`src/rtl/instruction_decode_if.sv`:
```
// ---------------------------------------------------------------------------
// instruction_decode_if
// Purpose : Groups the fetch handshake, execute handshake, writeback port and
//           the decoded outputs of the decode stage into one bundle.
// Modports:
//   master - environment side. It drives fetch (if_*), flush, ex_ready and
//            the writeback port (wb_*), and it observes the id_* outputs.
//   slave  - decode stage side. It consumes those inputs and drives id_*.
// Signals : if_valid/if_pc/if_instruction  fetch offer
//           id_ready                       decode can accept this cycle
//           flush                          kill the held entry
//           ex_ready                       execute takes the held entry
//           wb_we/wb_rd/wb_data            register-file write port
//           id_*                           held entry and its decode
// ---------------------------------------------------------------------------
interface instruction_decode_if;
  logic        if_valid;
  logic [31:0] if_pc;
  logic [31:0] if_instruction;
  logic        id_ready;
  logic        flush;
  logic        ex_ready;
  logic        wb_we;
  logic [4:0]  wb_rd;
  logic [31:0] wb_data;
  logic        id_valid;
  logic [31:0] id_pc;
  logic [31:0] id_instruction;
  logic [6:0]  id_opcode;
  logic [2:0]  id_funct3;
  logic [6:0]  id_funct7;
  logic [4:0]  id_rs1;
  logic [4:0]  id_rs2;
  logic [4:0]  id_rd;
  logic [31:0] id_imm;
  logic [31:0] id_rs1_data;
  logic [31:0] id_rs2_data;
  logic        id_illegal;

  modport master (
    output if_valid, if_pc, if_instruction, flush, ex_ready,
           wb_we, wb_rd, wb_data,
    input  id_ready, id_valid, id_pc, id_instruction, id_opcode, id_funct3,
           id_funct7, id_rs1, id_rs2, id_rd, id_imm, id_rs1_data,
           id_rs2_data, id_illegal
  );

  modport slave (
    input  if_valid, if_pc, if_instruction, flush, ex_ready,
           wb_we, wb_rd, wb_data,
    output id_ready, id_valid, id_pc, id_instruction, id_opcode, id_funct3,
           id_funct7, id_rs1, id_rs2, id_rd, id_imm, id_rs1_data,
           id_rs2_data, id_illegal
  );
endinterface

```
`src/rtl/instruction_decode.sv`:
```
// ---------------------------------------------------------------------------
// instruction_decode
// Purpose : RV32I decode stage. It takes one instruction per cycle from fetch
//           and holds it in the IF/ID register together with its decoded
//           fields, its sign-extended immediate and both register operands.
//           The 32x32 integer register file lives here, and writeback drives
//           its write port.
// Ports   : clk      rising-edge clock
//           reset_n  asynchronous active-low reset
//           bus      instruction_decode_if.slave. It carries the fetch
//                    handshake, flush, ex_ready, the writeback port and all
//                    id_* outputs.
// Param   : NOP_INSTR  word shown on id_instruction while no entry is held.
// ---------------------------------------------------------------------------
module instruction_decode #(
  parameter logic [31:0] NOP_INSTR = 32'h0000_0013
) (
  input logic                  clk,
  input logic                  reset_n,
  instruction_decode_if.slave  bus
);

  localparam logic [6:0] OP_REG    = 7'b0110011;
  localparam logic [6:0] OP_IMM    = 7'b0010011;
  localparam logic [6:0] OP_LOAD   = 7'b0000011;
  localparam logic [6:0] OP_STORE  = 7'b0100011;
  localparam logic [6:0] OP_BRANCH = 7'b1100011;
  localparam logic [6:0] OP_LUI    = 7'b0110111;
  localparam logic [6:0] OP_AUIPC  = 7'b0010111;
  localparam logic [6:0] OP_JAL    = 7'b1101111;
  localparam logic [6:0] OP_JALR   = 7'b1100111;
  localparam logic [6:0] OP_FENCE  = 7'b0001111;
  localparam logic [6:0] OP_SYSTEM = 7'b1110011;

  // Sign-extended immediate, selected by the instruction format. R-type,
  // fence and unknown opcodes yield zero.
  function automatic logic signed [31:0] f_imm(input logic [31:0] ins);
    logic signed [31:0] imm;
    case (ins[6:0])
      OP_LOAD, OP_IMM, OP_JALR, OP_SYSTEM:
        imm = {{20{ins[31]}}, ins[31:20]};
      OP_STORE:
        imm = {{20{ins[31]}}, ins[31:25], ins[11:7]};
      OP_BRANCH:
        imm = {{19{ins[31]}}, ins[31], ins[7], ins[30:25], ins[11:8], 1'b0};
      OP_LUI, OP_AUIPC:
        imm = {ins[31:12], 12'h000};
      OP_JAL:
        imm = {{11{ins[31]}}, ins[31], ins[19:12], ins[20], ins[30:21], 1'b0};
      default:
        imm = 32'sd0;
    endcase
    return imm;
  endfunction

  function automatic logic f_illegal(input logic [31:0] ins);
    logic ill;
    case (ins[6:0])
      OP_REG, OP_IMM, OP_LOAD, OP_STORE, OP_BRANCH, OP_LUI, OP_AUIPC,
      OP_JAL, OP_JALR, OP_FENCE, OP_SYSTEM: ill = 1'b0;
      default:                              ill = 1'b1;
    endcase
    return ill || (ins[1:0] != 2'b11);
  endfunction

  // -------------------------------------------------------------------------
  // Stage p0: handshake, decode of the fetched word, operand read
  // -------------------------------------------------------------------------
  logic               r_vld_p1;
  logic [31:0]        r_rf [0:31];

  logic               w_ready;
  logic               w_load;
  logic               w_drain;
  logic               w_wr_en;
  logic [31:0]        w_ins_p0;
  logic [4:0]         w_rs1_p0;
  logic [4:0]         w_rs2_p0;
  logic               w_ill_p0;
  logic [4:0]         w_rd_p0;
  logic signed [31:0] w_imm_p0;
  logic [31:0]        w_rs1_data_p0;
  logic [31:0]        w_rs2_data_p0;

  assign w_ready  = !r_vld_p1 || bus.ex_ready;
  assign w_load   = bus.if_valid && w_ready && !bus.flush;
  assign w_drain  = r_vld_p1 && bus.ex_ready;
  // Entry 0 is never written, so x0 reads back as zero without a special case.
  assign w_wr_en  = bus.wb_we && (bus.wb_rd != 5'd0);

  assign w_ins_p0 = bus.if_instruction;
  assign w_rs1_p0 = w_ins_p0[19:15];
  assign w_rs2_p0 = w_ins_p0[24:20];
  assign w_ill_p0 = f_illegal(w_ins_p0);
  // An illegal word still flows to execute, but it must never name a target.
  assign w_rd_p0  = w_ill_p0 ? 5'd0 : w_ins_p0[11:7];
  assign w_imm_p0 = f_imm(w_ins_p0);

  // A writeback landing in the load cycle is forwarded. The dependent
  // instruction therefore picks up the new value with no stall.
  always_comb begin
    w_rs1_data_p0 = r_rf[w_rs1_p0];
    w_rs2_data_p0 = r_rf[w_rs2_p0];
    if (w_wr_en && (bus.wb_rd == w_rs1_p0)) w_rs1_data_p0 = bus.wb_data;
    if (w_wr_en && (bus.wb_rd == w_rs2_p0)) w_rs2_data_p0 = bus.wb_data;
  end

  always_ff @(posedge clk or negedge reset_n) begin
    if (!reset_n) begin
      for (int i = 0; i < 32; i++) r_rf[i] <= 32'h0;
    end else if (w_wr_en) begin
      r_rf[bus.wb_rd] <= bus.wb_data;
    end
  end

  // -------------------------------------------------------------------------
  // Stage p1: IF/ID register
  // -------------------------------------------------------------------------
  logic [31:0]        r_pc_p1;
  logic [31:0]        r_ins_p1;
  logic [6:0]         r_opcode_p1;
  logic [2:0]         r_funct3_p1;
  logic [6:0]         r_funct7_p1;
  logic [4:0]         r_rs1_p1;
  logic [4:0]         r_rs2_p1;
  logic [4:0]         r_rd_p1;
  logic signed [31:0] r_imm_p1;
  logic [31:0]        r_rs1_data_p1;
  logic [31:0]        r_rs2_data_p1;
  logic               r_ill_p1;

  always_ff @(posedge clk or negedge reset_n) begin
    if (!reset_n) begin
      r_vld_p1      <= 1'b0;
      r_pc_p1       <= 32'h0;
      r_ins_p1      <= NOP_INSTR;
      r_opcode_p1   <= 7'h0;
      r_funct3_p1   <= 3'h0;
      r_funct7_p1   <= 7'h0;
      r_rs1_p1      <= 5'h0;
      r_rs2_p1      <= 5'h0;
      r_rd_p1       <= 5'h0;
      r_imm_p1      <= 32'sd0;
      r_rs1_data_p1 <= 32'h0;
      r_rs2_data_p1 <= 32'h0;
      r_ill_p1      <= 1'b0;
    end else if (bus.flush || (w_drain && !w_load)) begin
      // Bubble: the outputs show the decode of the NOP word.
      r_vld_p1      <= 1'b0;
      r_pc_p1       <= 32'h0;
      r_ins_p1      <= NOP_INSTR;
      r_opcode_p1   <= NOP_INSTR[6:0];
      r_funct3_p1   <= NOP_INSTR[14:12];
      r_funct7_p1   <= NOP_INSTR[31:25];
      r_rs1_p1      <= NOP_INSTR[19:15];
      r_rs2_p1      <= NOP_INSTR[24:20];
      r_rd_p1       <= NOP_INSTR[11:7];
      r_imm_p1      <= f_imm(NOP_INSTR);
      r_rs1_data_p1 <= 32'h0;
      r_rs2_data_p1 <= 32'h0;
      r_ill_p1      <= 1'b0;
    end else if (w_load) begin
      r_vld_p1      <= 1'b1;
      r_pc_p1       <= bus.if_pc;
      r_ins_p1      <= w_ins_p0;
      r_opcode_p1   <= w_ins_p0[6:0];
      r_funct3_p1   <= w_ins_p0[14:12];
      r_funct7_p1   <= w_ins_p0[31:25];
      r_rs1_p1      <= w_rs1_p0;
      r_rs2_p1      <= w_rs2_p0;
      r_rd_p1       <= w_rd_p0;
      r_imm_p1      <= w_imm_p0;
      r_rs1_data_p1 <= w_rs1_data_p0;
      r_rs2_data_p1 <= w_rs2_data_p0;
      r_ill_p1      <= w_ill_p0;
    end else if (r_vld_p1) begin
      // Stalled entry: keep the operands coherent with the register file, so
      // that execute sees writebacks that retire while decode is blocked.
      if (w_wr_en && (bus.wb_rd == r_rs1_p1)) r_rs1_data_p1 <= bus.wb_data;
      if (w_wr_en && (bus.wb_rd == r_rs2_p1)) r_rs2_data_p1 <= bus.wb_data;
    end
  end

  assign bus.id_ready       = w_ready;
  assign bus.id_valid       = r_vld_p1;
  assign bus.id_pc          = r_pc_p1;
  assign bus.id_instruction = r_ins_p1;
  assign bus.id_opcode      = r_opcode_p1;
  assign bus.id_funct3      = r_funct3_p1;
  assign bus.id_funct7      = r_funct7_p1;
  assign bus.id_rs1         = r_rs1_p1;
  assign bus.id_rs2         = r_rs2_p1;
  assign bus.id_rd          = r_rd_p1;
  assign bus.id_imm         = r_imm_p1;
  assign bus.id_rs1_data    = r_rs1_data_p1;
  assign bus.id_rs2_data    = r_rs2_data_p1;
  assign bus.id_illegal     = r_ill_p1;

endmodule
```
`src/flat_wrapper.sv`:
```
// flat-port wrapper written by rule: the top's interface ports become plain ports
module instruction_decode_flat 
#(
  parameter logic [31:0] NOP_INSTR = 32'h0000_0013
)
  (clk, reset_n, bus_if_valid, bus_if_pc, bus_if_instruction, bus_flush, bus_ex_ready, bus_wb_we, bus_wb_rd, bus_wb_data, bus_id_ready, bus_id_valid, bus_id_pc, bus_id_instruction, bus_id_opcode, bus_id_funct3, bus_id_funct7, bus_id_rs1, bus_id_rs2, bus_id_rd, bus_id_imm, bus_id_rs1_data, bus_id_rs2_data, bus_id_illegal);
  instruction_decode_if bus_i ();
  input logic clk;
  input logic reset_n;
  input wire logic [$bits(bus_i.if_valid)-1:0] bus_if_valid;
  input wire logic [$bits(bus_i.if_pc)-1:0] bus_if_pc;
  input wire logic [$bits(bus_i.if_instruction)-1:0] bus_if_instruction;
  input wire logic [$bits(bus_i.flush)-1:0] bus_flush;
  input wire logic [$bits(bus_i.ex_ready)-1:0] bus_ex_ready;
  input wire logic [$bits(bus_i.wb_we)-1:0] bus_wb_we;
  input wire logic [$bits(bus_i.wb_rd)-1:0] bus_wb_rd;
  input wire logic [$bits(bus_i.wb_data)-1:0] bus_wb_data;
  output wire logic [$bits(bus_i.id_ready)-1:0] bus_id_ready;
  output wire logic [$bits(bus_i.id_valid)-1:0] bus_id_valid;
  output wire logic [$bits(bus_i.id_pc)-1:0] bus_id_pc;
  output wire logic [$bits(bus_i.id_instruction)-1:0] bus_id_instruction;
  output wire logic [$bits(bus_i.id_opcode)-1:0] bus_id_opcode;
  output wire logic [$bits(bus_i.id_funct3)-1:0] bus_id_funct3;
  output wire logic [$bits(bus_i.id_funct7)-1:0] bus_id_funct7;
  output wire logic [$bits(bus_i.id_rs1)-1:0] bus_id_rs1;
  output wire logic [$bits(bus_i.id_rs2)-1:0] bus_id_rs2;
  output wire logic [$bits(bus_i.id_rd)-1:0] bus_id_rd;
  output wire logic [$bits(bus_i.id_imm)-1:0] bus_id_imm;
  output wire logic [$bits(bus_i.id_rs1_data)-1:0] bus_id_rs1_data;
  output wire logic [$bits(bus_i.id_rs2_data)-1:0] bus_id_rs2_data;
  output wire logic [$bits(bus_i.id_illegal)-1:0] bus_id_illegal;
  assign bus_i.if_valid = bus_if_valid;
  assign bus_i.if_pc = bus_if_pc;
  assign bus_i.if_instruction = bus_if_instruction;
  assign bus_i.flush = bus_flush;
  assign bus_i.ex_ready = bus_ex_ready;
  assign bus_i.wb_we = bus_wb_we;
  assign bus_i.wb_rd = bus_wb_rd;
  assign bus_i.wb_data = bus_wb_data;
  assign bus_id_ready = bus_i.id_ready;
  assign bus_id_valid = bus_i.id_valid;
  assign bus_id_pc = bus_i.id_pc;
  assign bus_id_instruction = bus_i.id_instruction;
  assign bus_id_opcode = bus_i.id_opcode;
  assign bus_id_funct3 = bus_i.id_funct3;
  assign bus_id_funct7 = bus_i.id_funct7;
  assign bus_id_rs1 = bus_i.id_rs1;
  assign bus_id_rs2 = bus_i.id_rs2;
  assign bus_id_rd = bus_i.id_rd;
  assign bus_id_imm = bus_i.id_imm;
  assign bus_id_rs1_data = bus_i.id_rs1_data;
  assign bus_id_rs2_data = bus_i.id_rs2_data;
  assign bus_id_illegal = bus_i.id_illegal;
  instruction_decode #(.NOP_INSTR(NOP_INSTR)) u_core (.clk(clk), .reset_n(reset_n), .bus(bus_i));
endmodule
```
`config.mk`:
```
export PLATFORM = sky130hd
export DESIGN_NAME = instruction_decode_flat
export DESIGN_NICKNAME = d
export VERILOG_FILES = /design/src/rtl/instruction_decode_if.sv /design/src/rtl/instruction_decode.sv /design/src/flat_wrapper.sv
export SDC_FILE = /design/constraint.sdc
export NUM_CORES = 2
export LEC_CHECK = 0
export BUFFER_PORTS_ARGS = -buffer_cell sky130_fd_sc_hd__buf_2
export CAP_MARGIN = 30
export CORE_ASPECT_RATIO = 0.5
export CORE_MARGIN = 4
export CORE_UTILIZATION = 25
export DETAILED_ROUTE_END_ITERATION = 12
export SLEW_MARGIN = 0
export SYNTH_ARGS = -nofsm -noshare
export SYNTH_HDL_FRONTEND = slang
export SYNTH_SLANG_ARGS = --single-unit
```
`constraint.sdc`:
```
create_clock -name clk -period 2.2 [get_ports clk]
set_clock_uncertainty 0.2 [all_clocks]
set_input_delay 0.44 -clock clk [delete_from_list [all_inputs] [get_ports clk]]
set_output_delay 0.44 -clock clk [all_outputs]
set_load 0.03 [all_outputs]
```
==> key figures <==
Die
  – Area of the placeable core: around 240000 µm²
  – Starting Density: 25.3%
  – Die span in y: 360 µm
  – Area of the die: 256000 µm²
  – Row cnt: 128
  – Die W: 712 µm
  – Number of top-level design ports: 302

Worst setup path
  – Required @ worst endpoint: 1.56 ns
  – Cell chain of the critical path: buf_2
  – Crit-path leading delay family: flip-flops
  – Largest stage delay, worst path: 0.51 ns
  – CP Data Arrival Time: 1.53 ns
  – Number of buffers and inverters on the critical path: 1
  – Critical Path Start Type: flip-flop
  – Worst setup path category: flip-flop to primary output
  – Peak fanout along the critical path: 2
  – Slowest library cell on the worst path: dfrtp_1
  – Crit path capture type: primary output

Timing
  – Finish-stage setup viols: 0
  – Final count of pins violating max slew: 0
  – Tcrit/Tclk final: 98.8%
  – Post-route minimum period: 2.17 ns
  – Worst max-slew margin expressed relative to the limit: 45.5%
  – Highest attainable clock frequency: between 400 and 500 MHz
  – WHS: around 0.051 ns
  – Total Negative Setup Slacks: 0 ns
  – Count of final hold-check violations: 0
  – RSZ-0062 raised after global routing: true
  – Actual slew at the worst max-slew pin: between 0.8 and 0.9 ns

Route
  – Detailed route wirelength on metal3: 16.2 mm
  – Routed metal-1 wire length: 92.7 mm
  – 1st-pass router iterations: 5
  – Drc violations: 0
  – Remaining antenna violation count: 0
  – Vias per cell: 5.21
  – Overall via count from detail_route: roughly 43000
  – Final routed wirelength across all metal layers: 216 mm
  – Detail-routed net length per standard cell: between 20 and 30 µm
  – Highest metal layer with signal wires: met4
  – Met2 layer wire length in the routed design: 99.6 mm
  – Detailed Route Iter0 Violations: 4416

Power and ir drop
  – Internal cell power: 46.2 mW
  – Logic gate share of total power: a little over a fifth
  – Power dissipated by switching net loads: 18.4 mW
  – Total power of the final layout: around 65 mW
  – Static Leakage: approximately 34 nW
  – IR Drop Worst-Case VDD: approximately 800 µV
  – Clk pwr share: 34.2%
  – Sequential cell fraction of total power: 44.5%
  – Net switching fraction of the power: 28.5%
  – Cell area power density: 836 nW/µm²

Yosys
  – Cell variety after synth: 59
  – Mean instance size in the synthesized netlist: 14.4 µm²
  – Flip-flop and latch count after synthesis: 1194
  – Count of mapped cells out of synthesis: 4306
  – Total standard cell area after synthesis: 61900 µm²
  – Net Count, Synth: about 4400
  – Post-synth EDFFs: 0
  – Post-synthesis sequential area ratio: 48.3%
  – Main flop type after synthesis: dfrtp_1
  – Share of flip-flops with an asynchronous set or reset after synthesis: 100%
  – Total number of yosys warnings: 0

Finish
  – Final net count: 5002
  – Share of final-layout standard cells stronger than drive strength 1: 53.3%
  – Highest-count cells in the layout ignoring fill and taps: dfrtp_1, mux2_2, mux4_2
  – Area growth, synth to finish: 24.8%
  – Most common cell after layout, fill and taps aside: dfrtp_1
  – # fillers: ~24000
  – Non-Filler Instances: 8256

CTS
  – # clock sinks: 1194
  – Clock root buffer: clkbuf_16
  – Worst-skew pair later-pin latency: about 0.80 ns
  – Clock input transition at the sequential cells of the worst setup and hold paths: 0.07 ns
  – CTS Buf Count: 119
  – Clock tree buffer depth: 3
  – H-tree lvl count: 3
  – TritonCTS clock tree: yes

Placed design
  – Routability-driven placement congestion ratio: 0.885
  – Estimated wirelength of the detail-placed design: 149 mm
  – Total placed cells including tap cells: 7942
  – IO buf count: roughly 300

Worst hold path
  – Hold Crit Class: input port to flip-flop

Run
  – Max_cap viols: 0

Global routing
  – Wire length of the first global-routing pass: 317 mm
  – Pin count of the biggest net entering global routing: 68
  – Number of antenna violations at the first check in global routing: 15
  – Combined global-route utilization of all metal layers: 16.4%
  – Via count of the first global-routing pass: 43800
  – Sum of overflow across all layers after global routing: 0

Status
  – Outcome: finished, final reports clean
## cell usage after synthesis (3+ instances only)
library cell / count / area share, %
dfrtp_1: 1191 / 48
mux2_2: 988 / 18
mux4_2: 466 / 17
clkbuf_1: 285 / 1.7
mux2i_1: 210 / 3.4
nand2_1: 208 / 1.3
a22oi_1: 130 / 1.6
buf_2: 101 / 0.82
a21oi_1: 83 / 0.67
a22o_1: 68 / 0.96
buf_1: 53 / 0.32
a221oi_1: 50 / 0.71
buf_4: 43 / 0.52
o21ai_0: 42 / 0.34
nand3_1: 39 / 0.32
nor2_1: 38 / 0.23
a32oi_1: 35 / 0.50
nor3_1: 28 / 0.23
a211o_1: 22 / 0.31
o211ai_1: 20 / 0.24
buf_6: 19 / 0.35
and3_1: 14 / 0.14
nand2b_1: 14 / 0.14
nor2b_1: 14 / 0.14
o21ai_1: 14 / 0.11
a221o_1: 13 / 0.21
xnor2_1: 12 / 0.17
o41ai_1: 11 / 0.16
a21o_1: 9 / 0.11
xor2_1: 9 / 0.13
a221oi_2: 7 / 0.17
o21bai_1: 6 / 0.073
and2_1: 5 / 0.051
nand4b_1: 5 / 0.071
or4_1: 5 / 0.061
a31oi_1: 4 / 0.040
inv_1: 4 / 0.024
mux2_1: 4 / 0.073
o21a_1: 4 / 0.049
buf_8: 3 / 0.073
clkinv_1: 3 / 0.018
dfstp_2: 3 / 0.13
nand4_1: 3 / 0.030
nor3b_1: 3 / 0.036
## layout make-up
cell class / count / area (µm²) / share of cell area [%]
multi-input combinational: 2601 / 30100 / 38.9
timing repair buffer: 972 / 8920 / 11.6
inverter: 7 / 27.5 / 0.0356
antenna: 6 / 15.0 / 0.0194
sequential: 1194 / 29900 / 38.7
clock inverter: 57 / 737 / 0.954
tap: 3250 / 4070 / 5.27
clock buffer: 169 / 3500 / 4.53
## path summary, 6_finish.rpt
path / from / endpoint / slack (ns) / cells after the start
worst max-delay path: u_core.bus.id_rs2_data[9]$_DFFE_PN0P_ / bus_id_rs2_data[9] / 0.03 / 1
worst min-delay path: bus_wb_data[14] / u_core.bus.id_rs1_data[14]$_DFFE_PN0P_ / 0.05 / 3
worst max register to register: u_core.r_rf[403]$_DFFE_PN0P_ / u_core.bus.id_rs2_data[19]$_DFFE_PN0P_ / 0.04 / 5
worst min register to register: u_core.r_rf[1013]$_DFFE_PN0P_ / u_core.r_rf[1013]$_DFFE_PN0P_ / 0.20 / 0
max in group asynchronous: reset_n / u_core.r_rf[137]$_DFFE_PN0P_ / 0.72 / 3
min in group asynchronous: reset_n / u_core.r_rf[37]$_DFFE_PN0P_ / 0.13 / 3
## stage by stage
step | cell area, µm² | setup WS, ns | utilization [%]
2_1_floorplan | 62400 | -0.162 | -
3_3_place_gp | 72000 | -0.635 | 29.4
3_5_place_dp | 72000 | -0.665 | 29.4
4_1_cts | 77100 | -0.00583 | 31.5
5_1_grt | 77200 | -0.0196 | 31.5
6_report | 77200 | 0.0265 | 31.5
## kinds of logic after synthesis
family / synth area share, %
XOR/XNOR: 0.297
buffers and inverters: 3.85
AO/OA/AOI/OAI: 6.40
flip-flops: 48.3
AND/OR/NAND/NOR: 2.78
multiplexers: 38.4
## flip-flops by register name (all words and copies together) (netlist names)
name                       cells
u_core.bus.id_funct3           2
u_core.bus.id_funct7           6
u_core.bus.id_illegal          1
u_core.bus.id_imm             32
u_core.bus.id_instruction     13
u_core.bus.id_opcode           6
u_core.bus.id_pc              32
u_core.bus.id_rd               5
u_core.bus.id_rs1              4
u_core.bus.id_rs1_data        32
u_core.bus.id_rs2              4
u_core.bus.id_rs2_data        32
u_core.bus.id_valid            1
u_core.r_rf                 1024
## routing by layer
metal / GRT usage (%) / up-vias
li1: - / 17700
met1: 22.7 / 23200
met2: 25.8 / 1774
met3: 3.30 / 357
met4: 5.27 / 0
met5: 0 / -
## what timing repair did
action                                  CTS  global route
setup buffers                             2             3
pin swaps                                 0             9
resized for setup                        26            16
endpoints found under the hold margin  1336             0
hold buffers                             76             0
cloned                                    0             1
setup endpoints to repair                31            22
## power groups by stage
stage               combinational (mW)  clock (mW)  sequential (mW)
global route                      14.7        23.3             29.2
CTS                               13.7        22.5             28.6
detailed placement                13.5           0             29.0
finish                            13.8        22.1             28.8
floorplan                         9.07           0             28.3
global placement                  13.3           0             28.9
(Power assumes the default switching activity.)
